$ cat src/rtl/game_pkg.sv
// Shared types and widths for the maze game round logic.
// Holds the round state encoding seen by the HUD and the score helper.
package game_pkg;

    localparam int SCORE_W = 16;
    localparam int TIME_W  = 10;

    typedef enum logic [2:0] {
        ST_IDLE      = 3'd0,
        ST_PRESTART  = 3'd1,
        ST_PLAYING   = 3'd2,
        ST_LEVEL_WON = 3'd3,
        ST_GAME_WON  = 3'd4,
        ST_LOST      = 3'd5
    } round_state_t;

    // Adds banked seconds to the score, pinning at all-ones instead of wrapping.
    function automatic logic [SCORE_W-1:0] sat_add(input logic [SCORE_W-1:0] score,
                                                   input logic [TIME_W-1:0]  secs);
        logic [SCORE_W:0] sum;
        sum = {1'b0, score} + {{(SCORE_W - TIME_W + 1){1'b0}}, secs};
        return sum[SCORE_W] ? {SCORE_W{1'b1}} : sum[SCORE_W-1:0];
    endfunction

endpackage

$ cat src/rtl/sec_prescaler.sv
// Seconds prescaler: counts 0..CYCLES_PER_SEC-1 and flags the wrap cycle.
// The tick depends only on the count, so callers may derive clear from it.
module sec_prescaler #(
    parameter int CYCLES_PER_SEC = 100_000_000
) (
    input  logic clk,
    input  logic rst_n,
    input  logic clear_in,
    output logic tick_out
);

    localparam int CNT_W = (CYCLES_PER_SEC > 1) ? $clog2(CYCLES_PER_SEC) : 1;
    localparam logic [CNT_W-1:0] CNT_LAST = CNT_W'(CYCLES_PER_SEC - 1);

    logic [CNT_W-1:0] cnt_q;
    logic [CNT_W-1:0] cnt_d;

    always_comb begin
        cnt_d = cnt_q + 1'b1;
        if (clear_in || (cnt_q == CNT_LAST)) begin
            cnt_d = '0;
        end
    end

    always_ff @(posedge clk or negedge rst_n) begin
        if (!rst_n) begin
            cnt_q <= '0;
        end else begin
            cnt_q <= cnt_d;
        end
    end

    assign tick_out = (cnt_q == CNT_LAST);

endmodule

$ cat src/rtl/round_sequencer.sv
// Game-round controller: 3-2-1 pre-start, timer arming, exit/expiry handling,
// score banking and level advance for a multi-level maze run.
module round_sequencer
    import game_pkg::*;
#(
    parameter int CYCLES_PER_SEC = 100_000_000,
    parameter int NUM_LEVELS     = 4,
    parameter int PRESTART_SECS  = 3,
    parameter int HOLD_SECS      = 2,
    parameter int LEVEL_W        = (NUM_LEVELS > 1) ? $clog2(NUM_LEVELS) : 1
) (
    input  logic               clk_100mhz_in,
    input  logic               rst_n_in,
    input  logic               start_btn_in,
    input  logic               exit_reached_in,
    input  logic               timer_done_in,
    input  logic [TIME_W-1:0]  time_in,
    output logic               timer_start_out,
    output logic               timer_clear_out,
    output logic [2:0]         state_out,
    output logic [1:0]         countdown_out,
    output logic [LEVEL_W-1:0] level_out,
    output logic [SCORE_W-1:0] score_out,
    output logic               game_over_out,
    output logic               game_won_out
);

    localparam int HOLD_W = (HOLD_SECS > 1) ? $clog2(HOLD_SECS) : 1;
    localparam logic [HOLD_W-1:0]  HOLD_LAST   = HOLD_W'(HOLD_SECS - 1);
    localparam logic [LEVEL_W-1:0] LEVEL_LAST  = LEVEL_W'(NUM_LEVELS - 1);
    localparam logic [1:0]         PRESTART_CD = 2'(PRESTART_SECS);

    round_state_t       state_q,       state_d;
    logic [1:0]         countdown_q,   countdown_d;
    logic [LEVEL_W-1:0] level_q,       level_d;
    logic [SCORE_W-1:0] score_q,       score_d;
    logic [HOLD_W-1:0]  hold_cnt_q,    hold_cnt_d;
    logic               timer_start_q, timer_start_d;
    logic               timer_clear_q, timer_clear_d;
    logic               game_over_q,   game_over_d;
    logic               game_won_q,    game_won_d;

    logic tick;
    logic prescale_clear;

    // Prescaler only runs inside PRESTART/LEVEL_WON and restarts on each state entry.
    assign prescale_clear = (state_d != state_q) ||
                            !((state_q == ST_PRESTART) || (state_q == ST_LEVEL_WON));

    sec_prescaler #(
        .CYCLES_PER_SEC(CYCLES_PER_SEC)
    ) u_prescaler (
        .clk      (clk_100mhz_in),
        .rst_n    (rst_n_in),
        .clear_in (prescale_clear),
        .tick_out (tick)
    );

    always_comb begin
        state_d       = state_q;
        countdown_d   = countdown_q;
        level_d       = level_q;
        score_d       = score_q;
        hold_cnt_d    = hold_cnt_q;
        timer_start_d = 1'b0;
        timer_clear_d = 1'b0;

        case (state_q)
            ST_IDLE, ST_GAME_WON, ST_LOST: begin
                if (start_btn_in) begin
                    state_d     = ST_PRESTART;
                    level_d     = '0;
                    score_d     = '0;
                    countdown_d = PRESTART_CD;
                end
            end
            ST_PRESTART: begin
                if (tick) begin
                    if (countdown_q == 2'd1) begin
                        state_d       = ST_PLAYING;
                        countdown_d   = 2'd0;
                        timer_start_d = 1'b1;
                    end else begin
                        countdown_d = countdown_q - 2'd1;
                    end
                end
            end
            ST_PLAYING: begin
                // Reaching the exit outranks a same-cycle expiry.
                if (exit_reached_in) begin
                    state_d       = ST_LEVEL_WON;
                    score_d       = sat_add(score_q, time_in);
                    timer_clear_d = 1'b1;
                    hold_cnt_d    = '0;
                end else if (timer_done_in) begin
                    state_d = ST_LOST;
                end
            end
            ST_LEVEL_WON: begin
                if (tick) begin
                    if (hold_cnt_q == HOLD_LAST) begin
                        if (level_q == LEVEL_LAST) begin
                            state_d = ST_GAME_WON;
                        end else begin
                            state_d     = ST_PRESTART;
                            level_d     = level_q + 1'b1;
                            countdown_d = PRESTART_CD;
                        end
                    end else begin
                        hold_cnt_d = hold_cnt_q + 1'b1;
                    end
                end
            end
            default: begin
                state_d = ST_IDLE;
            end
        endcase

        game_over_d = (state_d == ST_LOST);
        game_won_d  = (state_d == ST_GAME_WON);
    end

    always_ff @(posedge clk_100mhz_in or negedge rst_n_in) begin
        if (!rst_n_in) begin
            state_q       <= ST_IDLE;
            countdown_q   <= 2'd0;
            level_q       <= '0;
            score_q       <= '0;
            hold_cnt_q    <= '0;
            timer_start_q <= 1'b0;
            timer_clear_q <= 1'b0;
            game_over_q   <= 1'b0;
            game_won_q    <= 1'b0;
        end else begin
            state_q       <= state_d;
            countdown_q   <= countdown_d;
            level_q       <= level_d;
            score_q       <= score_d;
            hold_cnt_q    <= hold_cnt_d;
            timer_start_q <= timer_start_d;
            timer_clear_q <= timer_clear_d;
            game_over_q   <= game_over_d;
            game_won_q    <= game_won_d;
        end
    end

    assign state_out       = state_q;
    assign countdown_out   = countdown_q;
    assign level_out       = level_q;
    assign score_out       = score_q;
    assign timer_start_out = timer_start_q;
    assign timer_clear_out = timer_clear_q;
    assign game_over_out   = game_over_q;
    assign game_won_out    = game_won_q;

endmodule

$ cat config.mk
export PLATFORM = sky130hd
export DESIGN_NAME = round_sequencer
export DESIGN_NICKNAME = d
export VERILOG_FILES = /design/src/rtl/game_pkg.sv /design/src/rtl/sec_prescaler.sv /design/src/rtl/round_sequencer.sv
export SDC_FILE = /design/constraint.sdc
export NUM_CORES = 1
export LEC_CHECK = 0
export BUFFER_PORTS_ARGS = -buffer_cell sky130_fd_sc_hd__clkbuf_2
export CORE_ASPECT_RATIO = 1.2
export CORE_MARGIN = 8
export CORE_UTILIZATION = 58
export DETAILED_ROUTE_END_ITERATION = 8
export HOLD_SLACK_MARGIN = 0.12
export PLACE_DENSITY = 0.8
export SLEW_MARGIN = 30
export SYNTH_ARGS = -nofsm -noshare
export SYNTH_HDL_FRONTEND = slang
export SYNTH_SLANG_ARGS = --single-unit
$ cat constraint.sdc
create_clock -name clk_100mhz_in -period 3.2 [get_ports clk_100mhz_in]
set_input_delay 0.16 -clock clk_100mhz_in [delete_from_list [all_inputs] [get_ports clk_100mhz_in]]
set_output_delay 0.16 -clock clk_100mhz_in [all_outputs]
set_load 0.01 [all_outputs]
# After elaboration in Yosys (flattened, before gate mapping)
# Index checks and enable logic that the tools add are counted.
word_totals:
  regBits: 55
  inputBits: 15
  output_inout_bits: 27
  wordCells: 81
classes:
  addsub: 5
  n_reduce_logical: 14
  eq_ne: 17
  n_mux: 35
ops:
  columns: ["op", "n"]
  rows:
  - ["16-bit two-way mux", 3]
  - ["16-bit case mux with 2 select lines", 1]
  - ["27-bit by 1-bit adder with 27-bit output, second input constant", 1]
  - ["27-bit == test, second input constant", 1]
  - ["27-bit two-way mux", 1]
  - ["3-bit two-way mux", 8]
  - ["2-bit two-way mux", 10]
  - ["16-bit by 10-bit adder with 17-bit output", 1]
  - ["3-bit == test, second input constant", 4]
  - ["2-bit != test, second input constant", 6]
  - ["3-bit case mux with 4 select lines", 1]
  - ["1-bit two-way mux", 8]
  - ["3-bit by 2-bit == test with 1-bit output, second input constant", 2]
  - ["2-bit case mux with 3 select lines", 1]
  - ["3-bit AND reduction", 2]
  - ["6-bit AND reduction", 1]
  - ["2-bit nonzero test", 3]
  - ["5-bit AND reduction", 1]
  - ["2-bit case mux with 2 select lines", 1]
  - ["3-bit by 1-bit == test with 1-bit output, second input constant", 1]
  - ["3-bit zero test", 1]
  - ["1-bit logical OR", 3]
  - ["3-bit != test", 1]
  - ["3-bit nonzero test", 1]
  - ["other kinds (8)", 8]

# Logic depth before layout (Yosys ltp)
depth:
  depth_word: 9
  ltp_mapped: 9
  ltp_nobuf: 9

# Modules after synthesis
# Synthesis repeated with hierarchy kept, for this count alone.
hier_totals:
  hier_cells: 348
  hier_area_um2: 3233.1
modules_own_cells:
  columns: ["mod", "n_inst", "cells_per_inst", "seq_area_each_um2", "area_each_um2"]
  rows:
  - ["round_sequencer", 1, 197, 700.7, 1815.5]
  - ["sec_prescaler", 1, 151, 675.6, 1417.6]

# Least setup slack after synthesis
# OpenSTA, ideal clock, no wires.
synth_path:
  path_kind: "register to register"
  start: "reg score_q[0] (netlist: score_out[0])"
  end: "reg score_q[11] (netlist: score_out[11])"
  path_buffers: 0
  period_less_slack_ns: 2.342
  path_stages_with_launch: 10
  setup_slack_ns: 0.858
  arrival_ns: 2.243
  required_ns: 3.101
  setup_ns: 0.099
  path_cell_list: "dfrtp_1 > ha_1 > inv_1 > fa_1 > nor2b_1 > o211ai_1 > a31o_2 > a31oi_2 > nand2_1 > a311oi_1"
synth_via:
  elab_chain_cells: 4
synth_rtl:
  columns: ["element", "line_no", "source"]
  rows:
  - ["start, declared", "round_sequencer.sv:36", "logic [SCORE_W-1:0] score_q, score_d;"]
  - ["start signal, assigned", "round_sequencer.sv:138", "score_q <= score_d;"]
  - ["16-bit by 10-bit adder with 17-bit output", "game_pkg.sv:21", "sum = {1'b0, score} + {{(SCORE_W - TIME_W + 1){1'b0}}, secs};"]
  - ["16-bit two-way mux", "game_pkg.sv:22", "return sum[SCORE_W] ? {SCORE_W{1'b1}} : sum[SCORE_W-1:0];"]
  - ["16-bit two-way mux", "round_sequencer.sv:90", "if (exit_reached_in) begin"]
  - ["16-bit case mux with 2 select lines", "round_sequencer.sv:68", "case (state_q)"]
# No other way between the ends. The select of a mux whose other input is x is not followed.
# A chain may end at the register's enable or synchronous reset.

# Worst setup path in the final report
# Ends and elaborated chain as after synthesis.

==> impl_results.md <==
- Post-CTS Setup Bufs: 0
- 1st-iter DRT viols: 158
- Antenna Cells: 0
- WP depth: 9
- Area of the multi-input gates: 0.00168 sq mm
- Root Driver: clkbuf_8
- Crit path from: score_out[0]
- Fin crit share: 81.3%
- CP Max Fanout: 10
- TritonRoute pass-1 iters: 4
- Status: finished clean
- Initial Util: 60.1%
- Total number of vias: 2593
- Leak: 1.72 nW
- Chip height: 96.9 um
- Port Buffers: 41
- Sequential fraction of the synthesis area: 43.5%
- Max IR drop VDD: 0.226 mV
- H-tree Lvls: 2
- CP startpoint kind: flop
- Worst setup endpoint: score_out[11]
- Peak Freq: 384 MHz
- DIE AREA: 0.00808 sq mm
- Total Nets Final: 408
- Max Clock Skew: 0.00986 ns
- WP data arrival: 2.82 ns
- Largest net degree at the start of global routing: 32
- Gp weighted congestion: 0.876
- Crit path time final: 2.60 ns
- Unrepaired setup endpoints after global routing: false
- Slew @ Worst Pin: 0.782 ns
- Worst-path clk slew: 0.10 ns
- Final Hold Violating Endpoints: 0
- Fin Setup TNS: 0 ns
- Setup violations, final: 0
- CP max-delay cell: fa_1
- Number of synthesized flops with an enable pin: 0
- Vias per inst: 5.88
- Number of global-route vias before repair: 2636
- Setup WS post-layout: 0.597 ns
- RR Endpoint: score_out[11]
- Worst min-delay path class: in -> reg
- Residual DRC: 0
- Remaining antenna violation count after routing: 0
- Initial antenna violation count: 0
- Area of the mapped netlist: 0.00316 sq mm
- Setup WS pre-CTS: 0.657 ns
- WP data required: 3.42 ns
- Post-Syn Nets: 371
- Row count: 29
- Pwr Total: 1.18 mW
- Peak per-stage delay on the critical path: 0.39 ns
- Register area: 0.00138 sq mm
- Synth warn: 0
- First-pass GRT wire length: 12000 um
- Clk sinks: 55
- Reg2Reg Depth: 9
- Routed wire length: 6770 um
- Worst slew margin: 47.8%
- Number of distinct library cells after synthesis: 53
- Clock Latency Late Sink: 0.30 ns
- Layout cell share with drive strength beyond 1: 15.8%
- CTS max path bufs: 2
- Hold WS: 0.253 ns
- DIE WIDTH: 83.4 um
- Syn Inst Count: 342
- Avg WL per Cell: 15.4 um
- Total GRT Usage: 17.1%
- Max Cap Viol: 0
- Number of synthesized register bits: 55
- Max Transition Viols Final: 0
- Critical path buffers and inverters: 1
- Fillers: 445
- Cell area power density: 336 mW/mm^2
- Io pins: 42
- CTS tree: built
- Main synth FF type: dfrtp_1
- Element type at the critical path end: flop
- Core ar.: 0.00526 sq mm
- Grt ovf: 0
- FF-to-FF Start: score_out[0]
- CTS Buf Count: 5
- Fraction of registers with async set/reset: 100%
- Avg Synthesized Cell Area: 9.24 sq um
- Reg2Reg Setup Slack: 0.60 ns
- DP HPWL: 4980 um
- CP Cell Sequence: ha_1 > inv_1 > fa_1 > nor2b_1 > o211ai_1 > a31o_2 > a31oi_2 > nand2_1 > a311oi_1
- Type of the worst setup path: reg -> reg
- Final core occ: 66.8%
- Crit path max-delay family: compound AO/OA/AOI/OAI gates
- Area grow syn2layout: 11.2%
[where the power goes]
group	total (mW)	internal [mW]	switching, mW
registers	0.694	0.694	0
logic	0.0451	0.0164	0.0288
clock network	0.443	0.230	0.213
total	1.18	0.940	0.242
[Yosys cell counts (2+ instances only)]
| cell | instances | area share, % |
|---|---|---|
| o211ai_1 | 3 | 0.71 |
| nor4_1 | 2 | 0.40 |
| o21ai_0 | 10 | 1.6 |
| dfrtp_1 | 55 | 44 |
| nor2_1 | 42 | 5.0 |
| inv_1 | 10 | 1.2 |
| a31oi_1 | 9 | 1.8 |
| a311oi_1 | 2 | 0.55 |
| o21a_1 | 2 | 0.47 |
| xnor2_1 | 6 | 1.7 |
| ha_1 | 13 | 5.1 |
| nand4_1 | 8 | 1.6 |
| and2_1 | 7 | 1.4 |
| nand2_1 | 25 | 3.0 |
| a21o_1 | 2 | 0.47 |
| mux2i_1 | 5 | 1.6 |
| nor3b_1 | 4 | 0.95 |
| nor3_1 | 5 | 0.79 |
| and3_1 | 9 | 1.8 |
| xor2_1 | 22 | 6.1 |
| nand2b_1 | 3 | 0.59 |
| nand3_1 | 26 | 4.1 |
| and4_1 | 4 | 1.1 |
| a21oi_1 | 20 | 3.2 |
| clkbuf_1 | 10 | 1.2 |
| buf_2 | 4 | 0.63 |
| nor2b_1 | 6 | 1.2 |
| a211oi_1 | 3 | 0.71 |
[kinds of logic (layout without fill, tap and decap cells)]
kind of cell,after synthesis,count (layout),synth area share [%]
simple gates,149,149,24.6
compound gates,64,64,13.0
flops,55,55,43.5
xor+xnor,28,28,7.76
buf+inv,26,63,3.36
fa+ha+maj,14,14,5.78
mux,6,6,1.94
[state kept, by name, summed over array words and instances, names as in the netlist]
register and count:
game_over_out 1, hold_cnt_q 1, score_out 16, game_won_out 1, state_out 3, level_out 2
u_prescaler.cnt_q 27, timer_start_out 1, timer_clear_out 1, countdown_out 2
[layout make-up]
type,count,share of cell area (%)
well taps,62,2.21
flip-flops and latches,55,39.2
repair buffers,45,6.76
clock inverters,1,0.854
clock buffers,6,2.06
multi-input cells,261,47.8
inverters,11,1.17
[how the worst min path moves through the flow]
stage / cells after the start / endpoint / from
6_report: 4 / score_out[0] / time_in[0]
4_1_cts: 4 / state_out[2] / start_btn_in
3_3_place_gp: 1 / u_prescaler.cnt_q[10] / rst_n_in
5_1_grt: 4 / score_out[0] / time_in[0]
3_5_place_dp: 1 / u_prescaler.cnt_q[11] / rst_n_in
2_1_floorplan: 0 / countdown_out[0] / rst_n_in
[cell usage in the layout (no fill, tap or decap), types with 3 or more instances in the layout]
cell type,synthesis,layout
a211oi_1,3,3
a21oi_1,20,20
a31oi_1,9,9
and2_1,7,7
and3_1,9,9
and4_1,4,4
buf_4,1,3
clkbuf_2,0,41
clkbuf_8,0,5
dfrtp_1,55,55
ha_1,13,13
inv_1,10,10
mux2i_1,5,5
nand2_1,25,25
nand2b_1,3,3
nand3_1,26,26
nand4_1,8,8
nor2_1,42,42
nor2b_1,6,6
nor3_1,5,5
nor3b_1,4,4
o211ai_1,3,3
o21ai_0,10,10
xnor2_1,6,6
xor2_1,22,22
[worst register-to-register path: cells and delay by family (launching register included)]
| kind | cells | cell delay [ns] |
|---|---|---|
| AND/OR/NAND/NOR | 2 | 0.44 |
| AO/OA/AOI/OAI | 4 | 1.04 |
| flip-flops | 1 | 0.38 |
| adder cells (fa/ha/maj) | 2 | 0.59 |
| buffers and inverters | 1 | 0.06 |
[metal layers]
metal,share of wire (%),GRT usage [%],wire (um)
met5,0,0,0
met4,1.3,5.56,90
met3,4.4,3.78,297
met2,52,30.6,3490
met1,43,19.4,2890
[timing repair]
item                      4_1_cts  5_1_grt
hold endpoints to repair       30        0
hold buffers                    1        0
gates resized for setup         0        0
[stage by stage]
stage / cell area (sq um) / std cells
5_1_grt: 3510 / 441
6_report: 3510 / 441
3_3_place_gp: 3400 / 433
4_1_cts: 3510 / 441
2_1_floorplan: 3160 / 342
3_5_place_dp: 3400 / 433
Note: power is estimated with default switching activity, not from simulation.
